$ cat src/rtl/axis_pkg.sv
// Shared definitions for the sample-pair packer: FSM states, pad value and the
// helper that forms a packed word from two 16-bit samples.
package axis_pkg;

    typedef enum logic [0:0] {
        ST_EMPTY = 1'b0,
        ST_HALF  = 1'b1
    } pack_state_t;

    localparam logic [15:0] PAD_SAMPLE = 16'h0000;
    localparam logic [1:0]  PAD_STRB   = 2'b00;

    // First sample always occupies the upper half of the word.
    function automatic logic [31:0] pack_pair(input logic [15:0] hi, input logic [15:0] lo);
        return {hi, lo};
    endfunction

    function automatic logic [3:0] pack_strb(input logic [1:0] hi, input logic [1:0] lo);
        return {hi, lo};
    endfunction

endpackage

$ cat src/rtl/axis_out_reg.sv
// AXI-Stream master output register: holds a loaded word until the downstream
// handshake, and allows a new word to be loaded in the handshake cycle.
module axis_out_reg #(
    parameter int DATA_W = 32,
    parameter int STRB_W = 4
) (
    input  logic              i_clk,
    input  logic              i_rst_n,
    input  logic              i_load,
    input  logic [DATA_W-1:0] i_data,
    input  logic [STRB_W-1:0] i_strb,
    input  logic              i_last,
    input  logic              i_ready,
    output logic              o_valid,
    output logic [DATA_W-1:0] o_data,
    output logic [STRB_W-1:0] o_strb,
    output logic              o_last
);

    // Load has priority; the caller only loads when the register is free or draining.
    always_ff @(posedge i_clk) begin
        if (!i_rst_n) begin
            o_valid <= 1'b0;
            o_data  <= '0;
            o_strb  <= '0;
            o_last  <= 1'b0;
        end else if (i_load) begin
            o_valid <= 1'b1;
            o_data  <= i_data;
            o_strb  <= i_strb;
            o_last  <= i_last;
        end else if (o_valid && i_ready) begin
            o_valid <= 1'b0;
        end else begin
            o_valid <= o_valid;
        end
    end

endmodule

$ cat src/rtl/sample_pair_pack.sv
// Packs consecutive 16-bit AXI-Stream samples into 32-bit words, padding an
// odd packet tail with a zero lower half; counts packets and padded words.
module sample_pair_pack
    import axis_pkg::*;
#(
    parameter int C_S00_AXIS_TDATA_WIDTH = 16,
    parameter int C_M00_AXIS_TDATA_WIDTH = 32
) (
    input  logic                                  s00_axis_aclk,
    input  logic                                  s00_axis_aresetn,
    input  logic                                  s00_axis_tvalid,
    input  logic                                  s00_axis_tlast,
    input  logic [C_S00_AXIS_TDATA_WIDTH-1:0]     s00_axis_tdata,
    input  logic [C_S00_AXIS_TDATA_WIDTH/8-1:0]   s00_axis_tstrb,
    output logic                                  s00_axis_tready,
    input  logic                                  m00_axis_tready,
    output logic                                  m00_axis_tvalid,
    output logic                                  m00_axis_tlast,
    output logic [C_M00_AXIS_TDATA_WIDTH-1:0]     m00_axis_tdata,
    output logic [C_M00_AXIS_TDATA_WIDTH/8-1:0]   m00_axis_tstrb,
    output logic [15:0]                           pkt_count,
    output logic [15:0]                           pad_count
);

    pack_state_t r_state;
    pack_state_t w_next_state;
    logic [15:0] r_held_data;
    logic [1:0]  r_held_strb;
    logic [15:0] r_pkt_count;
    logic [15:0] r_pad_count;

    logic        w_s_ready;
    logic        w_accept;
    logic        w_load;
    logic        w_pad;
    logic        w_hold;
    logic [31:0] w_word;
    logic [3:0]  w_word_strb;
    logic        w_word_last;
    logic        w_m_valid;
    logic        w_m_last;

    assign w_s_ready       = s00_axis_aresetn && (!w_m_valid || m00_axis_tready);
    assign w_accept        = s00_axis_tvalid && w_s_ready;
    assign s00_axis_tready = w_s_ready;
    assign m00_axis_tvalid = w_m_valid;
    assign m00_axis_tlast  = w_m_last;
    assign pkt_count       = r_pkt_count;
    assign pad_count       = r_pad_count;

    // Next-state and output-word formation for each accepted beat.
    always_comb begin
        w_next_state = r_state;
        w_load       = 1'b0;
        w_pad        = 1'b0;
        w_hold       = 1'b0;
        w_word       = 32'h0000_0000;
        w_word_strb  = 4'b0000;
        w_word_last  = 1'b0;
        if (w_accept) begin
            case (r_state)
                ST_EMPTY: begin
                    if (s00_axis_tlast) begin
                        w_load       = 1'b1;
                        w_pad        = 1'b1;
                        w_word       = pack_pair(s00_axis_tdata, PAD_SAMPLE);
                        w_word_strb  = pack_strb(s00_axis_tstrb, PAD_STRB);
                        w_word_last  = 1'b1;
                        w_next_state = ST_EMPTY;
                    end else begin
                        w_hold       = 1'b1;
                        w_next_state = ST_HALF;
                    end
                end
                ST_HALF: begin
                    w_load       = 1'b1;
                    w_word       = pack_pair(r_held_data, s00_axis_tdata);
                    w_word_strb  = pack_strb(r_held_strb, s00_axis_tstrb);
                    w_word_last  = s00_axis_tlast;
                    w_next_state = ST_EMPTY;
                end
                default: begin
                    w_next_state = ST_EMPTY;
                end
            endcase
        end else begin
            w_next_state = r_state;
        end
    end

    // FSM state and held upper-half sample.
    always_ff @(posedge s00_axis_aclk) begin
        if (!s00_axis_aresetn) begin
            r_state     <= ST_EMPTY;
            r_held_data <= 16'h0000;
            r_held_strb <= 2'b00;
        end else begin
            r_state <= w_next_state;
            if (w_hold) begin
                r_held_data <= s00_axis_tdata;
                r_held_strb <= s00_axis_tstrb;
            end
        end
    end

    // Packet and pad counters, both wrap naturally at 16 bits.
    always_ff @(posedge s00_axis_aclk) begin
        if (!s00_axis_aresetn) begin
            r_pkt_count <= 16'h0000;
            r_pad_count <= 16'h0000;
        end else begin
            if (w_m_valid && m00_axis_tready && w_m_last) begin
                r_pkt_count <= r_pkt_count + 16'h0001;
            end
            if (w_pad) begin
                r_pad_count <= r_pad_count + 16'h0001;
            end
        end
    end

    axis_out_reg #(
        .DATA_W (C_M00_AXIS_TDATA_WIDTH),
        .STRB_W (C_M00_AXIS_TDATA_WIDTH/8)
    ) u_out_reg (
        .i_clk   (s00_axis_aclk),
        .i_rst_n (s00_axis_aresetn),
        .i_load  (w_load),
        .i_data  (w_word),
        .i_strb  (w_word_strb),
        .i_last  (w_word_last),
        .i_ready (m00_axis_tready),
        .o_valid (w_m_valid),
        .o_data  (m00_axis_tdata),
        .o_strb  (m00_axis_tstrb),
        .o_last  (w_m_last)
    );

endmodule

$ cat config.mk
export PLATFORM = sky130hd
export DESIGN_NAME = sample_pair_pack
export DESIGN_NICKNAME = d
export VERILOG_FILES = /design/src/rtl/axis_pkg.sv /design/src/rtl/axis_out_reg.sv /design/src/rtl/sample_pair_pack.sv
export SDC_FILE = /design/constraint.sdc
export NUM_CORES = 1
export LEC_CHECK = 0
export ABC_AREA = 1
export BUFFER_PORTS_ARGS = -buffer_cell sky130_fd_sc_hd__buf_4
export CAP_MARGIN = 0
export CORE_AREA = 3 3 89 99
export CTS_BUF_LIST = sky130_fd_sc_hd__clkbuf_8
export CTS_CLUSTER_DIAMETER = 80
export DETAILED_ROUTE_END_ITERATION = 10
export DIE_AREA = 0 0 92 102
export HOLD_SLACK_MARGIN = 0.15
export PLACE_DENSITY = 0.77
export SYNTH_ARGS = -nofsm -noshare
export SYNTH_HDL_FRONTEND = slang
export SYNTH_SLANG_ARGS = --single-unit
$ cat constraint.sdc
create_clock -name s00_axis_aclk -period 1.27 [get_ports s00_axis_aclk]
set_input_delay 0 -clock s00_axis_aclk [delete_from_list [all_inputs] [get_ports s00_axis_aclk]]
set_output_delay 0 -clock s00_axis_aclk [all_outputs]
set_load 0.03 [all_outputs]
After elaboration in Yosys (flattened, before gate mapping) --
Cells that the tools add are included.
Storage, ports and cells: bits in registers 89, output and inout port bits 71, word-level logic and storage cells 38, bits of input ports 23
Operators by class: $add $sub $neg 2, bitwise gates (word level) 1, reduce and logical (&&, ||, !) cells 7, mux-type cells 19
Operator list (count):
- two-way mux 32 bit | 2
- one-hot mux 32 bit (2 select lines) | 1
- adder 16 x 1 -> 16 bit (second input constant) | 2
- two-way mux 1 bit | 10
- two-way mux 4 bit | 2
- one-hot mux 4 bit (2 select lines) | 1
- one-hot mux 1 bit (2 select lines) | 3
- logical AND 1 bit | 4
- nonzero test 2 bit | 1
- logical NOT 1 bit | 1
- logical OR 1 bit | 1
- NOT 1 bit | 1

Longest topological paths before layout --
depth after elaboration 6, gate-level depth with buffers 10, gate-level depth less buffers 8

Cells and area by module --
Synthesis repeated with hierarchy kept, for this count alone.
Unflattened totals: cell total of the unflattened synthesis 582, area total of the unflattened synthesis 4028.9 sq um
By module, submodules not included:
- sample_pair_pack | cells an instance 416, seq. area each 1021.0 sq um, instances 1, area each 2661.3 sq um
- axis_out_reg | cells an instance 166, seq. area each 760.7 sq um, instances 1, area each 1367.6 sq um

Worst setup path after synthesis --
OpenSTA, ideal clock, no wires.
kind register -> register, start reg u_out_reg.o_valid, end reg r_pkt_count[8] (netlist: pkt_count[8]), cell stages (with the launch flop) 8, slack -263 ps, setup time 116 ps, buffers on the path 0, arrival 1417 ps, data required time 1154 ps, cells stage by stage dfxtp_1 -> nand2_1 -> nor2_1 -> nand2_1 -> nor2_1 -> nand2_1 -> o21ai_0 -> nor2_1
Between the ends: cells in the longest elaborated chain, start to end 2
RTL lines:
- start, declared | line axis_out_reg.sv:14 | output logic o_valid,
- start signal, assigned | line axis_out_reg.sv:35 | o_valid <= o_valid;
- logical AND 1 bit (2 in a row) | line sample_pair_pack.sv:112 | if (w_m_valid && m00_axis_tready && w_m_last) begin
- end signal, assigned | line sample_pair_pack.sv:113 | r_pkt_count <= r_pkt_count + 16'h0001;
- end, declared | line sample_pair_pack.sv:29 | logic [15:0] r_pkt_count;
Every way passes these cells. A chain may end at the register's enable or synchronous reset.

Final worst setup path --
start reg u_out_reg.o_valid, end reg r_held_data[11]
Between the ends: cells in the longest elaborated chain, start to end 5
RTL lines:
- logical NOT 1 bit | line sample_pair_pack.sv:43 | assign w_s_ready = s00_axis_aresetn && (!w_m_valid || m00_axis_tready);
- logical OR 1 bit | line sample_pair_pack.sv:43
- logical AND 1 bit | line sample_pair_pack.sv:43
- logical AND 1 bit | line sample_pair_pack.sv:44 | assign w_accept = s00_axis_tvalid && w_s_ready;
- two-way mux 1 bit | line sample_pair_pack.sv:60 | if (w_accept) begin
- end signal, assigned | line sample_pair_pack.sv:100 | r_held_data <= s00_axis_tdata;
- end, declared | line sample_pair_pack.sv:27 | logic [15:0] r_held_data;
Every way passes these cells.

==> results.yml <==
synth:
  yosys_warnings: 0
  synthCells: 570
  avgSynthCellArea_sq_um: 6.84
  synth_seq_cells: 89
  synth_cell_types: 30
  synth_nets: 595
  syn_area_sq_mm: 0.00390
  yosysSeqAreaShare_pct: 45.7
sta:
  final-setup-viol-count: 24
  drv_slew: 0
  setup_tns_ns: -0.434
  rsz0062_at_grt: "true"
  skew_ns: 0.00953
  period_needed_ns: 1.34
  min_period_over_period_pct: 105
  setup_ws_ns: -0.0680
  fmax_mhz: 747
  slew_headroom_pct: 70.5
  hold_viol_final: 0
  worst_pin_slew_ns: 0.441
final_layout:
  fillers: 568
  n_antenna_cell: 0
  fin_cells: 836
  final_cell_mix: "nand2_1, buf_4, nor2_1, dfxtp_1, nand3_1"
  area_growth_pct: 51.7
  final_area_sq_mm: 0.00591
  post-route-util_pct: 74.7
  final_common_cell: "nand2_1"
  drive_above_1_share_pct: 37.2
  final_nets: 748
power_and_ir_drop:
  p_int_w: 0.00403
  p_comb_share_pct: 15.5
  pwr_density_cell_mw_per_mm2: 960
  p_leak_nw: 2.60
  p_seq_share_pct: 51.7
  clkPwrFrac_pct: 32.8
  switching_power_w: 0.00164
  finalPower_w: 0.00568
  switching_share_pct: 29.0
  ir_worst_vdd_v: 0.000761
placement:
  place_area_sq_mm: 0.00492
  portBuffers: 93
  dp_hpwl_mm: 7.30
  gp_congestion: 0.856
  placed_cells: 780
worst_setup_path:
  crit_start: "u_out_reg.o_valid"
  end_kind: "flip-flop"
  reg2reg_slack_ns: -0.07
  worstReg2RegEnd: "r_held_data[11]"
  reg2reg_from: "u_out_reg.o_valid"
  cp-start-kind: "flip-flop"
  endpoint: "r_held_data[11]"
  critPathMaxFanout: 8
  worstSetupPathType: "flip-flop to flip-flop"
  cp.arrival_ns: 1.63
  worst_ep_required_time_ns: 1.56
  r2r_cells: 7
cts:
  cts_tree: "done"
  clk_pin_slew_ns: 0.10
  numCtsBuffers: 9
  clockBufferDepth: 2
  cts_sinks: 89
  htree_levels: 3
  clk_latency_ns: 0.36
  cts-root-buf: "clkbuf_8"
global_route:
  antenna_found_initial: 0
  grt_max_degree: 24
  grtUsageTotal_pct: 23.1
  grt_pass1_vias: 3993
  grt.overflow.total: 0
  grt_pass1_wl_mm: 18.0
route:
  routed-via-count: 4308
  drc: 0
  routedWlPerCell_microns: 13.9
  wl_mm: 11.7
  drt_iter0_drc: 163
  avgViaCountPerCell: 5.15
  antenna_left: 0
  firstDrtPassIters: 7
floorplan:
  rows: 34
  core_area_sq_mm: 0.00791
  ios: 94
  die_y_microns: 102
  initial_core_util_pct: 49.3
  dieArea_sq_mm: 0.00938
  die_x_microns: 92
status:
  status: "complete, but fails checks"
  violations: "negative setup slack"
hold_path:
  hold_class: "input port to flip-flop"
job:
  maxCapViolations: 0
state kept, by name, indices dropped and copies added, names as in the netlist:
| name | cells |
|---|---|
| pad_count | 16 |
| r_held_strb | 2 |
| pkt_count | 16 |
| u_out_reg.o_strb | 4 |
| u_out_reg.o_valid | 1 |
| u_out_reg.o_last | 1 |
| u_out_reg.o_data | 32 |
| r_held_data | 16 |
| r_state | 1 |
power by group through the flow:
| stage | Clock [W] | Combinational (W) | Sequential (W) |
|---|---|---|---|
| after CTS | 0.00188 | 0.000754 | 0.00293 |
| after floorplan | 0 | 0.000293 | 0.00310 |
| after detailed placement | 0 | 0.000682 | 0.00299 |
| final | 0.00186 | 0.000881 | 0.00294 |
| after global placement | 0 | 0.000667 | 0.00298 |
| after global routing | 0.00200 | 0.000949 | 0.00295 |
through the flow:
step	setup slack [ns]	hold WS [ns]
2_1_floorplan	-0.0923	0.110
6_report	-0.0680	0.152
4_1_cts	-0.00376	0.145
3_5_place_dp	-0.0205	0.222
5_1_grt	-0.128	0.169
3_3_place_gp	0.0501	0.218
cell usage after synthesis:
cell      instances  area share (%)
a211oi_1          1            0.19
a21oi_1          16             2.1
a21oi_2           1            0.22
a21oi_4           1            0.42
a31oi_1           1            0.16
and2_1            1            0.16
buf_1             4            0.39
buf_2             7            0.90
buf_4             1            0.19
buf_6             5             1.4
clkbuf_1          7            0.67
clkbuf_2          1            0.13
clkinv_1          1           0.096
dfxtp_1          89              46
ha_1              2            0.64
inv_1            24             2.3
inv_2             3            0.29
nand2_1         144              14
nand2_2           1            0.16
nand3_1          55             7.1
nand3_4           1            0.45
nand4_1           3            0.48
nor2_1          146              14
nor2_2            2            0.32
nor2_4            1            0.29
nor3_1            1            0.13
nor3_4            1            0.42
o21ai_0          46             5.9
o21bai_1          1            0.19
xnor2_1           3            0.67
layout make-up:
| cell class | instances | area [sq um] | area share [%] |
|---|---|---|---|
| multi-input combinational | 428 | 2210 | 37.3 |
| sequential | 89 | 1820 | 30.8 |
| clock inverter | 6 | 48.8 | 0.825 |
| tap | 108 | 135 | 2.29 |
| clock buffer | 10 | 138 | 2.33 |
| timing repair buffer | 166 | 1440 | 24.3 |
| timing repair inverter | 1 | 6.26 | 0.106 |
| inverter | 28 | 118 | 1.99 |
routing by layer:
layer  vias to the layer above  wire, microns  share of wire, %  track usage (%)
met5                         -              0                 0                0
met4                         0            182               1.6             6.86
met3                        23            712               6.1             4.34
met2                       157           5970                51             41.4
met1                      2002           4790                41             28.5
li1                       2126              -                 -                -
worst max-delay path, cell delays in order, from the launching register on:
cell and delay (ns):
dfxtp_4 0.38, nand2_4 0.08, nand3_4 0.12, nor3_4 0.21, buf_4 0.16, buf_8 0.13
o21ai_2 0.06, nor2_1 0.14
cell families (layout without fill, tap and decap cells):
group	count (synthesis)	in the layout	synth area share [%]
fa+ha+maj	2	2	0.642
flops	89	89	45.7
xor+xnor	3	3	0.674
buf+inv	53	211	6.42
compound gates	67	67	9.15
simple gates	356	356	37.4
how the worst min path moves through the flow:
stage                             from  depth (start not counted)  slack (ns)                   end
global placement     s00_axis_tstrb[1]                          3        0.22   u_out_reg.o_strb[1]
global route          s00_axis_aresetn                          4        0.17               r_state
finish                s00_axis_aresetn                          4        0.15               r_state
detailed placement   s00_axis_tdata[5]                          3        0.22   u_out_reg.o_data[5]
floorplan           s00_axis_tdata[10]                          2        0.11  u_out_reg.o_data[10]
CTS                   s00_axis_aresetn                          4        0.15               r_state
repair_timing:
| item | CTS | global route |
|---|---|---|
| buffers inserted | 0 | 9 |
| cloned | 0 | 4 |
| gates resized for setup | 7 | 132 |
| hold buffers | 26 | 1 |
| hold endpoints to repair | 74 | 1 |
| pin swaps | 0 | 23 |
| setup endpoints to repair | 19 | 77 |
(Power assumes the default switching activity.)
